**src/rtl/regfile_sb.sv**
```systemverilog
// +--------------------------------------------------------------------------+
// | Module   : regfile_sb                                                    |
// | Brief    : RV32I integer register file, NUM_RD read ports, one write     |
// |            port and a per-register busy scoreboard for RAW stalls.       |
// |            Optional WB->ID forwarding when REGFILE_BYPASS_EN is defined. |
// | Revision : 1.0  initial release                                          |
// +--------------------------------------------------------------------------+
`default_nettype none

module regfile_sb #(
  parameter int DATA_W = 32,
  parameter int ADDR_W = 5,
  parameter int NUM_RD = 2
) (
  input  logic                       clk,
  input  logic                       rst,
  input  logic                       we,
  input  logic [ADDR_W-1:0]          waddr,
  input  logic [DATA_W-1:0]          wdata,
  input  logic [NUM_RD-1:0]          re,
  input  logic [NUM_RD*ADDR_W-1:0]   raddr,
  output logic [NUM_RD*DATA_W-1:0]   rdata,
  output logic [NUM_RD-1:0]          rbusy,
  input  logic                       set_busy,
  input  logic [ADDR_W-1:0]          set_addr,
  output logic                       busy_any
);

  localparam int c_NUM_REGS = 2 ** ADDR_W;

  // x0 has no storage; arrays start at index 1.
  logic [DATA_W-1:0]     regs_q [1:c_NUM_REGS-1];
  logic [c_NUM_REGS-1:1] busy_q;
  logic [c_NUM_REGS-1:1] busy_d;
  logic                  w_wr_en;
  logic                  w_set_en;

  assign w_wr_en  = we && (waddr != '0);
  assign w_set_en = set_busy && (set_addr != '0);

  // Set is applied after clear so a new producer supersedes the retiring one.
  always_comb begin
    busy_d = busy_q;
    for (int r = 1; r < c_NUM_REGS; r++) begin
      if (w_wr_en && (waddr == ADDR_W'(r))) busy_d[r] = 1'b0;
      if (w_set_en && (set_addr == ADDR_W'(r))) busy_d[r] = 1'b1;
    end
  end

  always_ff @(posedge clk) begin
    if (rst) begin
      busy_q <= '0;
      for (int r = 1; r < c_NUM_REGS; r++) regs_q[r] <= '0;
    end else begin
      busy_q <= busy_d;
      for (int r = 1; r < c_NUM_REGS; r++) begin
        if (w_wr_en && (waddr == ADDR_W'(r))) regs_q[r] <= wdata;
      end
    end
  end

  assign busy_any = !rst && (|busy_q);

  generate
    for (genvar p = 0; p < NUM_RD; p++) begin : g_rd
      logic [ADDR_W-1:0] w_addr;
      logic              w_sel;
      logic [DATA_W-1:0] w_stored;
      logic              w_busy;

      assign w_addr = raddr[p*ADDR_W +: ADDR_W];
      assign w_sel  = re[p] && (w_addr != '0);

      always_comb begin
        w_stored = '0;
        w_busy   = 1'b0;
        for (int r = 1; r < c_NUM_REGS; r++) begin
          if (w_addr == ADDR_W'(r)) begin
            w_stored = regs_q[r];
            w_busy   = busy_q[r];
          end
        end
      end

`ifdef REGFILE_BYPASS_EN
      logic w_fwd;
      // w_sel already excludes x0, so a forwarded write is never to x0.
      assign w_fwd = w_sel && we && (waddr == w_addr);
      assign rdata[p*DATA_W +: DATA_W] = (rst || !w_sel) ? '0 : (w_fwd ? wdata : w_stored);
      assign rbusy[p] = !rst && w_sel && w_busy && !w_fwd;
`else
      assign rdata[p*DATA_W +: DATA_W] = (rst || !w_sel) ? '0 : w_stored;
      assign rbusy[p] = !rst && w_sel && w_busy;
`endif
    end
  endgenerate

endmodule

`default_nettype wire

```
**config.mk**
```make
export PLATFORM = sky130hd
export DESIGN_NAME = regfile_sb
export DESIGN_NICKNAME = d
export VERILOG_FILES = /design/src/rtl/regfile_sb.sv
export SDC_FILE = /design/constraint.sdc
export NUM_CORES = 2
export LEC_CHECK = 0
export CAP_MARGIN = 5
export CELL_PAD_IN_SITES_DETAIL_PLACEMENT = 1
export CELL_PAD_IN_SITES_GLOBAL_PLACEMENT = 1
export CORE_ASPECT_RATIO = 1.25
export CORE_MARGIN = 2
export CORE_UTILIZATION = 31
export DETAILED_ROUTE_END_ITERATION = 10
export PLACE_DENSITY_LB_ADDON = 0.1
export REMOVE_ABC_BUFFERS = 1
export SLEW_MARGIN = 5
export SYNTH_ARGS = -nofsm -noshare
export SYNTH_HDL_FRONTEND = slang
export SYNTH_SLANG_ARGS = --single-unit
```
**constraint.sdc**
```tcl
create_clock -name clk -period 7.1 [get_ports clk]
set_input_delay 1.065 -clock clk [delete_from_list [all_inputs] [get_ports clk]]
set_output_delay 1.065 -clock clk [all_outputs]
set_load 0.01 [all_outputs]
```
==> results_dict.tcl <==
set metrics [dict create \
    status "finished, violations left" \
    violations "max-capacitance violations, max-slew violations" \
    pin_count 125 \
    synth_cell_types 85 \
    wire_per_inst_um 54.2 \
    syn_avg_cell_area_um2 10.9 \
    slew_headroom_pct -12.5 \
    cap_violations 1 \
    htreeDepth 3 \
    coreArea_um2 176000 \
    cts_hold_buf 0 \
    rsz0062_at_grt "false" \
    fmax_mhz 152 \
    seq_power_share_pct 46.7 \
    ctsResizeCount 0 \
    clock-sinks 1023 \
    die_x_um 380 \
    start_kind "primary input" \
    period_share_pct 92.9 \
    viasPerCell 7.09 \
    cts_tree "built" \
    port_buffers 124 \
    overflow 0 \
    worst_pin_slew_ns 1.68 \
    nets 5241 \
    placementRows 172 \
    drt.antenna.violating_nets 0 \
    first_pass_iters 8 \
    critPathKind "in -> out" \
    fin_crit_ns 6.60 \
    min-delay-path-class "reg -> reg" \
    fin_skew_ns 0 \
    yosys.area_share.simple_pct 20.1 \
    p_clk_share_pct 41.6 \
    via_count 54400 \
    worstSkewPairLatency_ns 0.80 \
    syn_area_um2 54700 \
    worstPathArrival_ns 5.53 \
    synth_mux_area_share_pct 1.25 \
    ys.flop_type "edfxtp_1" \
    p_per_area_nw_per_um2 242 \
    synth_compound_area_share_pct 18.8 \
    synth_top_area_share_pct 54.4 \
    yosys-top-cells-area "edfxtp_1 54%, and2_1 11%, a22oi_1 6.3%" \
    swShare_pct 29.4 \
    grt_pass1_vias 51000 \
    leakage_nw 21.9 \
    post-cts-setup-buffers 0 \
    setup-tns-final_ns 0 \
    drc 0 \
    synth_seq_cells 1023 \
    synth_fa_ha_area_share_pct 0 \
    peakVddDrop_uv 224 \
    cts_buffer_depth 3 \
    synth-edff-count 992 \
    place_congestion 1.04 \
    dp_hpwl_um 278000 \
    cp_max_fo 21 \
    ys_seq_area_share_pct 55.6 \
    totalWireLength_um 416000 \
    root_buffer "clkbuf_16" \
    initial_core_util_pct 31.2 \
    drtIter0Drc 9901 \
    yosys_warnings 0 \
    maxSlewViolCount 2 \
    dieHeight_um 474 \
    netlist_instances 5042 \
    n_fill_cell 19200 \
    cp-end-kind "primary output" \
    antenna_found_initial 77 \
    numCtsBuffers 118 \
    dpl_cell_area_um2 60500 \
    intPower_mw 11.0 \
    setup_viol_count_final 0 \
    syn_to_final_growth_pct 17.9 \
    grt_pass1_wl_um 528000 \
    layout-drive-gt1-share_pct 14.2 \
    cts.clk_slew.worst_paths_ns 0.06 \
    final_area_um2 64500 \
    synth_xor_area_share_pct 0 \
    p_comb_share_pct 11.7 \
    grt_max_degree 35 \
    crit_required_ns 6.03 \
    synth_top_family_by_area "simple AND/OR/NAND/NOR gates" \
    dieArea_um2 180000 \
    hold_viol_final 0 \
    switching_power_mw 4.59 \
    track_usage_pct 44.7 \
    yosysTopAreaCell "edfxtp_1" \
    async_flop_share_pct 0 \
]
-- layout by cell type, fill, tap and decap left out, drive strengths merged, types with 28 or more instances in the layout --
cell / count
buf: 385
nand3: 81
diode: 48
nor2: 261
a22o: 71
inv: 56
o22ai: 68
nand4: 64
o21ai: 214
clkinv: 47
nand2: 274
edfxtp: 992
a22oi: 459
a21oi: 246
and2: 1002
mux2i: 39
clkdlybuf4s50: 112
a222oi: 33
dfxtp: 31
nor2b: 34
a21o: 54
a221oi: 82
and3: 28
clkbuf: 147
o221ai: 33
nor3: 69
nand2b: 33
-- cell families (layout without fill, tap and decap cells) --
logic type | Yosys count | count (layout)
buffers and inverters | 529 | 763
multiplexers | 63 | 63
AND/OR/NAND/NOR | 1959 | 1959
flip-flops | 1023 | 1023
other | 0 | 48
AO/OA/AOI/OAI | 1468 | 1468
-- power by group through the flow --
| stage | logic [mW] | registers (mW) | clock network, mW |
|---|---|---|---|
| after floorplan | 0.577 | 7.20 | 0 |
| after global placement | 1.71 | 7.38 | 0 |
| after detailed placement | 1.71 | 7.38 | 0 |
| after CTS | 1.71 | 7.26 | 6.47 |
| after global routing | 1.77 | 7.28 | 6.65 |
| final | 1.82 | 7.28 | 6.49 |
-- routing by layer --
layer | routed length (µm) | track usage [%] | up-vias
li1 | - | - | 19400
met1 | 149000 | 54.3 | 28000
met2 | 178000 | 66.9 | 5316
met3 | 48200 | 11.5 | 1665
met4 | 40300 | 36.7 | 16
met5 | 196 | 0 | -
-- registers in the layout, indices dropped and copies added (netlist names) --
signal,cells
busy_q,31
regs_q,992
-- cells in the mapped netlist, types with 8 or more instances --
library cell / n
and3_1: 28
o211ai_1: 24
a221oi_1: 81
and2_1: 1001
or3_1: 18
o2111ai_1: 9
a222oi_1: 33
edfxtp_1: 992
buf_4: 26
a21oi_1: 246
buf_2: 162
o221ai_1: 33
a21o_1: 54
a2111oi_0: 17
o21ai_0: 211
nand4_1: 64
nor2b_1: 34
nand2_1: 274
a22oi_1: 459
nor3b_1: 8
o22ai_1: 68
inv_1: 53
nor4_1: 26
nand2b_1: 33
nand3_1: 81
o31ai_1: 10
a221o_1: 13
a22o_1: 71
nor2_1: 230
nand3b_1: 11
a211oi_1: 22
nor2_2: 24
buf_1: 11
nor3_1: 69
mux2i_1: 39
a32oi_1: 16
mux2_2: 22
dfxtp_1: 31
clkbuf_1: 272
o32ai_1: 10
a31oi_1: 23
-- worst max-delay path, stage by stage --
cell and delay, ns:
buf_2 0.43, buf_4 0.40, nand3b_1 0.49, nor2_4 0.69, buf_4 0.53, a221oi_1 0.19, o2111ai_1 0.23, a21oi_1 0.07
nor3_1 0.59, buf_4 0.22, clkdlybuf4s50_1 0.53
-- per-stage QoR --
| step | worst slack, ns | hold WS (ns) | utilization [%] | instances | total power, mW |
|---|---|---|---|---|---|
| 2_1_floorplan | 2.46 | 0.458 | - | 4566 | 7.78 |
| 3_3_place_gp | 0.833 | 0.506 | 34.4 | 7412 | 9.09 |
| 3_5_place_dp | 0.824 | 0.519 | 34.4 | 7412 | 9.09 |
| 4_1_cts | 0.811 | 0.530 | 36.7 | 7625 | 15.4 |
| 5_1_grt | 0.721 | 0.567 | 36.7 | 7629 | 15.7 |
| 6_report | 0.503 | 0.524 | 36.7 | 7673 | 15.6 |
-- final cells by class --
type	count	area, µm²	share of cell area [%]
clock buffers	147	3130	4.86
clock inverters	66	733	1.14
flip-flops and latches	1023	30400	47.2
diodes	48	120	0.186
multi-input cells	3490	22700	35.2
well taps	2349	2940	4.56
repair buffers	497	4270	6.62
inverters	53	199	0.309
-- final timing paths --
check,from,to,slack (ns),depth (start not counted)
worst min register to register,busy_q[28]$_SDFFE_PP0P_,busy_q[28]$_SDFFE_PP0P_,0.52,2
worst max register to register,busy_q[15]$_SDFFE_PP0P_,busy_q[15]$_SDFFE_PP0P_,6.28,2
worst min-delay path,busy_q[28]$_SDFFE_PP0P_,busy_q[28]$_SDFFE_PP0P_,0.52,2
worst max-delay path,raddr[9],rdata[46],0.50,11
(Power assumes the default switching activity.)
